`src/rtl/axi4_mem_slave.sv`:
```
// AXI4 INCR-burst slave driving a single-port memory; one FSM serialises write and read bursts.
// Optional out-of-range word checking is enabled by defining AXI_MEM_RANGE_CHK_EN.
module axi4_mem_slave #(
    parameter int DATA_WIDTH = 32,
    parameter int ADDR_WIDTH = 16,
    parameter int DEPTH      = 1024
) (
    input  logic                     ACLK,
    input  logic                     ARESETn,
    input  logic [ADDR_WIDTH-1:0]    AWADDR,
    input  logic [7:0]               AWLEN,
    input  logic                     AWVALID,
    output logic                     AWREADY,
    input  logic [DATA_WIDTH-1:0]    WDATA,
    input  logic                     WLAST,
    input  logic                     WVALID,
    output logic                     WREADY,
    output logic [1:0]               BRESP,
    output logic                     BVALID,
    input  logic                     BREADY,
    input  logic [ADDR_WIDTH-1:0]    ARADDR,
    input  logic [7:0]               ARLEN,
    input  logic                     ARVALID,
    output logic                     ARREADY,
    output logic [DATA_WIDTH-1:0]    RDATA,
    output logic [1:0]               RRESP,
    output logic                     RLAST,
    output logic                     RVALID,
    input  logic                     RREADY,
    output logic                     mem_en,
    output logic                     mem_we,
    output logic [$clog2(DEPTH)-1:0] mem_addr,
    output logic [DATA_WIDTH-1:0]    mem_wdata,
    input  logic [DATA_WIDTH-1:0]    mem_rdata
);

    localparam int AW_M = $clog2(DEPTH);
    localparam int OFFS = $clog2(DATA_WIDTH / 8);
    localparam logic [1:0] RESP_OKAY   = 2'b00;
    localparam logic [1:0] RESP_SLVERR = 2'b10;

    typedef enum logic [2:0] {IDLE, WR_DATA, WR_RESP, RD_ISSUE, RD_WAIT, RD_HOLD} state_t;
    typedef enum logic {RR_WRITE, RR_READ} rr_t;

    state_t                state;
    rr_t                   rr_last;
    logic [ADDR_WIDTH-1:0] idx_q;
    logic [7:0]            len_q;
    logic [7:0]            cnt_q;
    logic                  err_q;

    logic aw_grant, ar_grant, wr_beat, beat_oor, cnt_last, wr_end, wr_err;

    function automatic logic [ADDR_WIDTH-1:0] word_index(input logic [ADDR_WIDTH-1:0] byte_addr);
        return byte_addr >> OFFS;
    endfunction

    // Write wins a tie unless the previous grant went to a write.
    assign aw_grant = ARESETn && (state == IDLE) && AWVALID && (!ARVALID || rr_last == RR_READ);
    assign ar_grant = ARESETn && (state == IDLE) && ARVALID && !aw_grant;
    assign AWREADY  = aw_grant;
    assign ARREADY  = ar_grant;
    assign WREADY   = (state == WR_DATA);
    assign wr_beat  = WREADY && WVALID;

`ifdef AXI_MEM_RANGE_CHK_EN
    assign beat_oor = (32'(idx_q) >= 32'(DEPTH));
`else
    assign beat_oor = 1'b0;
`endif

    assign cnt_last = (cnt_q == len_q);
    assign wr_end   = wr_beat && (cnt_last || WLAST);
    // A burst whose WLAST disagrees with the beat count ends early and reports SLVERR.
    assign wr_err   = err_q || beat_oor || (WLAST != cnt_last);

    assign mem_en    = (wr_beat || state == RD_ISSUE) && !beat_oor;
    assign mem_we    = wr_beat && !beat_oor;
    assign mem_addr  = idx_q[AW_M-1:0];
    assign mem_wdata = wr_beat ? WDATA : '0;

    always_ff @(posedge ACLK or negedge ARESETn) begin
        if (!ARESETn) begin
            state   <= IDLE;
            rr_last <= RR_READ;
            idx_q   <= '0;
            len_q   <= '0;
            cnt_q   <= '0;
            err_q   <= 1'b0;
            BVALID  <= 1'b0;
            BRESP   <= RESP_OKAY;
            RVALID  <= 1'b0;
            RRESP   <= RESP_OKAY;
            RDATA   <= '0;
            RLAST   <= 1'b0;
        end else begin
            case (state)
                IDLE: begin
                    if (aw_grant) begin
                        idx_q   <= word_index(AWADDR);
                        len_q   <= AWLEN;
                        cnt_q   <= '0;
                        err_q   <= 1'b0;
                        rr_last <= RR_WRITE;
                        state   <= WR_DATA;
                    end else if (ar_grant) begin
                        idx_q   <= word_index(ARADDR);
                        len_q   <= ARLEN;
                        cnt_q   <= '0;
                        err_q   <= 1'b0;
                        rr_last <= RR_READ;
                        state   <= RD_ISSUE;
                    end
                end
                WR_DATA: begin
                    if (wr_beat) begin
                        idx_q <= idx_q + ADDR_WIDTH'(1);
                        cnt_q <= cnt_q + 8'd1;
                        err_q <= wr_err;
                        if (wr_end) begin
                            BVALID <= 1'b1;
                            BRESP  <= wr_err ? RESP_SLVERR : RESP_OKAY;
                            state  <= WR_RESP;
                        end
                    end
                end
                WR_RESP: begin
                    if (BREADY) begin
                        BVALID <= 1'b0;
                        state  <= IDLE;
                    end
                end
                RD_ISSUE: state <= RD_WAIT;
                RD_WAIT: begin
                    RDATA  <= beat_oor ? '0 : mem_rdata;
                    RRESP  <= beat_oor ? RESP_SLVERR : RESP_OKAY;
                    RLAST  <= cnt_last;
                    RVALID <= 1'b1;
                    state  <= RD_HOLD;
                end
                RD_HOLD: begin
                    if (RREADY) begin
                        RVALID <= 1'b0;
                        RLAST  <= 1'b0;
                        if (RLAST) begin
                            state <= IDLE;
                        end else begin
                            idx_q <= idx_q + ADDR_WIDTH'(1);
                            cnt_q <= cnt_q + 8'd1;
                            state <= RD_ISSUE;
                        end
                    end
                end
                default: state <= IDLE;
            endcase
        end
    end

endmodule

```
`config.mk`:
```
export PLATFORM = sky130hd
export DESIGN_NAME = axi4_mem_slave
export DESIGN_NICKNAME = d
export VERILOG_FILES = /design/src/rtl/axi4_mem_slave.sv
export SDC_FILE = /design/constraint.sdc
export NUM_CORES = 1
export LEC_CHECK = 0
export ABC_AREA = 1
export BUFFER_PORTS_ARGS = -buffer_cell sky130_fd_sc_hd__buf_2
export CAP_MARGIN = 0
export CORE_MARGIN = 3
export CORE_UTILIZATION = 41
export DETAILED_ROUTE_END_ITERATION = 8
export PLACE_DENSITY = 0.77
export SYNTH_ARGS = -nofsm -noshare
export SYNTH_HDL_FRONTEND = slang
export SYNTH_SLANG_ARGS = --single-unit
```
`constraint.sdc`:
```
create_clock -name ACLK -period 1.6 [get_ports ACLK]
set_input_delay 0.32 -clock ACLK [delete_from_list [all_inputs] [get_ports ACLK]]
set_output_delay 0.32 -clock ACLK [all_outputs]
set_load 0.02 [all_outputs]
```
==> results.cfg <==
[critical_path]
path_max_fanout = 10
reg2reg_depth = 11
cp.arrival_ns = 1.52
r2r-start = state[1]$_DFFE_PN0P_
critPathLaunchType = register
end_kind = output pin
r2r-end = cnt_q[5]$_DFFE_PN0P_
crit_type = register to output pin
required_ns = 1.28
rrSetupSlack_ns = -0.23

[placed_design]
place.gp.congestion = 0.839
placed_cells = 894
dp_hpwl_mm = 8.49
preCtsSetupSlack_ns = -0.110
place_area_um2 = 5450
io_buffers = 190

[synthesis]
yosysTopAreaCellShare_pct = 42.6
synth-seq-cells = 67
yosysWarnings = 0
synth_seq_area_share_pct = 43.3
synth_area_um2 = 3880
synth_top_family_by_area = simple AND/OR/NAND/NOR gates
synthAdderAreaFrac_pct = 0.968
syn_inst = 580
synth-simple-area-share_pct = 37.5
synthDistinctLibCells = 29
avgSynthCellArea_um2 = 6.68
synth_xor_area_share_pct = 1.36
synth-compound-area-share_pct = 5.26
muxShareOfSynthArea_pct = 0
synth.area.top_cells = dfrtp_1 (43%), nand2_1 (23%), inv_1 (8.1%)
synth_top_area_cell = dfrtp_1

[detailed_routing]
route.detailed.drc = 0
num_vias = 4374
first_iter_violations = 130
wl_per_cell_um = 13.0
wl_mm = 12.1
via_per_inst = 4.71
antenna_left = 0
drt_pass1_iterations = 4

[cells_and_area]
layout_common_cells = nand2_1 (227), buf_2 (153), inv_1 (79)
layout-drive-gt1-share_pct = 42.0
fillers = 737
multiInputGateArea_um2 = 2180
finalNonFillerCells = 929
n_antenna_cell = 0
regArea_um2 = 1680
fin_nets = 940
final_common_cell = nand2_1
area_growth_pct = 61.7
finish.instance_area_um2 = 6270

[global_routing]
grt_first_pass_wirelength_mm = 18.7
overflow = 0
antenna_found_initial = 0
grt_max_degree = 54
first_global_vias = 4269
grt_usage_pct = 22.3

[timing]
setup_viol = 56
rsz0062_at_grt = yes
min_period_ns = 1.84
worst_pin_slew_ns = 0.694
fin_ws_ns = -0.236
final_max_slew_viol_count = 0
fin_hold_ws_ns = 0.167
relSlewSlack_pct = 53.7
final-hold-violation-count = 0
tns_ns = -11.44
clock.fmax_mhz = 545
clock_skew_ns = 0.00826
period_share_pct = 115

[floorplan]
die-area_um2 = 10700
ioPinCount = 206
start_util_pct = 43.4
die_y_um = 103
die-width_um = 103
floorplan.rows = 34
core_area_um2 = 8930

[status]
violations = setup timing
run_status = finished, violations left

[power]
power.density_nw_per_um2 = 1700
ir_worst_vdd_mv = 1.16
leakage_nw = 3.60

[clocking]
cts_max_path_buffers = 2
cts_made_buffers = 9
clk_pin_slew_worst_paths_ns = 0.08
cts_root_buffer = clkbuf_8
htree_levels = 3
cts.sinks = 67
cts_tree = built
insertion_delay_ns = 0.34

[min_path]
hold_end = RDATA[5]$_DFFE_PN0P_
hold-path-cell-count = 3
hp-start = mem_rdata[5]
hold_class = primary input to register

[job]
cap_violations = 0
==> cell usage after synthesis <==
cell type / n
dfstp_2: 1
nand3_4: 1
xnor2_1: 6
clkbuf_1: 9
nor2_1: 65
nand2_1: 240
a21oi_4: 1
ha_1: 3
or2_2: 6
inv_1: 84
buf_6: 1
inv_2: 3
nand3_1: 35
o21bai_1: 2
nor3_1: 2
a21oi_1: 16
a31oi_1: 1
buf_4: 6
o22ai_1: 1
dfrtp_1: 66
nand4_1: 2
nor2_2: 1
o21ai_0: 16
buf_2: 4
buf_1: 3
nor2_4: 2
nand3b_4: 1
conb_1: 1
nand2_2: 1
==> area by class of cell <==
type                       instances  area share [%]
sequential                        67            26.8
tap                              108            2.16
clock buffer                      11            2.42
multi-input combinational        406            34.7
timing repair buffer             246            27.5
inverter                          87            5.21
clock inverter                     4            1.18
==> how the worst max path moves through the flow <==
stage | from | end | slack [ns] | cells past startpoint
2_1_floorplan | state[1]$_DFFE_PN0P_ | mem_wdata[10] | -0.02 | 6
3_3_place_gp | cnt_q[4]$_DFFE_PN0P_ | BVALID$_DFFE_PN0P_ | -0.06 | 12
3_5_place_dp | cnt_q[3]$_DFFE_PN0P_ | BVALID$_DFFE_PN0P_ | -0.11 | 12
4_1_cts | state[1]$_DFFE_PN0P_ | mem_wdata[10] | -0.25 | 7
5_1_grt | state[1]$_DFFE_PN0P_ | idx_q[0]$_DFFE_PN0P_ | -0.32 | 12
6_report | state[1]$_DFFE_PN0P_ | mem_wdata[10] | -0.24 | 7
==> critical path, cell delays in order (launching register included) <==
cell and delay, ns:
dfrtp_1 0.39, inv_2 0.08, nand2_4 0.06, nor2_4 0.11, nand2_4 0.13, buf_12 0.19
nor2_4 0.10, buf_6 0.12
==> metal layers <==
layer	vias up	part of all wire (%)	routed length [um]	GRT usage [%]
met3	19	9.5	1150	6.77
li1	2207	-	-	-
met2	187	50	6020	39.0
met4	0	1.5	185	7.97
met5	-	0	0	0
met1	1961	39	4730	25.8
==> sequential cells by signal, summed over array words and instances (netlist names) <==
register,flops
idx_q,10
RLAST,1
BRESP,1
err_q,1
RVALID,1
state,3
len_q,8
cnt_q,8
RDATA,32
BVALID,1
rr_last,1
==> report_power, final <==
group	internal (W)	switching, W	total, W
sequential	0.00246	0.000552	0.00302
clock	0.000954	0.000639	0.00159
combinational	0.00245	0.00361	0.00606
==> repair_timing <==
item | in CTS | in global routing
gates cloned | 1 | 1
resized for setup | 98 | 36
setup endpoints to repair | 62 | 68
pin swaps | 15 | 18
hold buffers | 1 | 0
hold endpoints to repair | 14 | 0
setup buffers | 16 | 3
==> cells by family (layout without fill, tap and decap cells) <==
logic type | Yosys count | in the layout
fa+ha+maj | 3 | 3
buf+inv | 110 | 348
simple gates | 356 | 357
flops | 67 | 67
compound gates | 37 | 37
other cells | 1 | 3
xor+xnor | 6 | 6
==> per-stage QoR <==
stage,util [%],power [W]
global route,70.2,0.0115
detailed placement,61.0,0.00821
finish,70.2,0.0107
global placement,61.0,0.00806
CTS,68.9,0.0104
floorplan,-,0.00649
(Power assumes the default switching activity.)
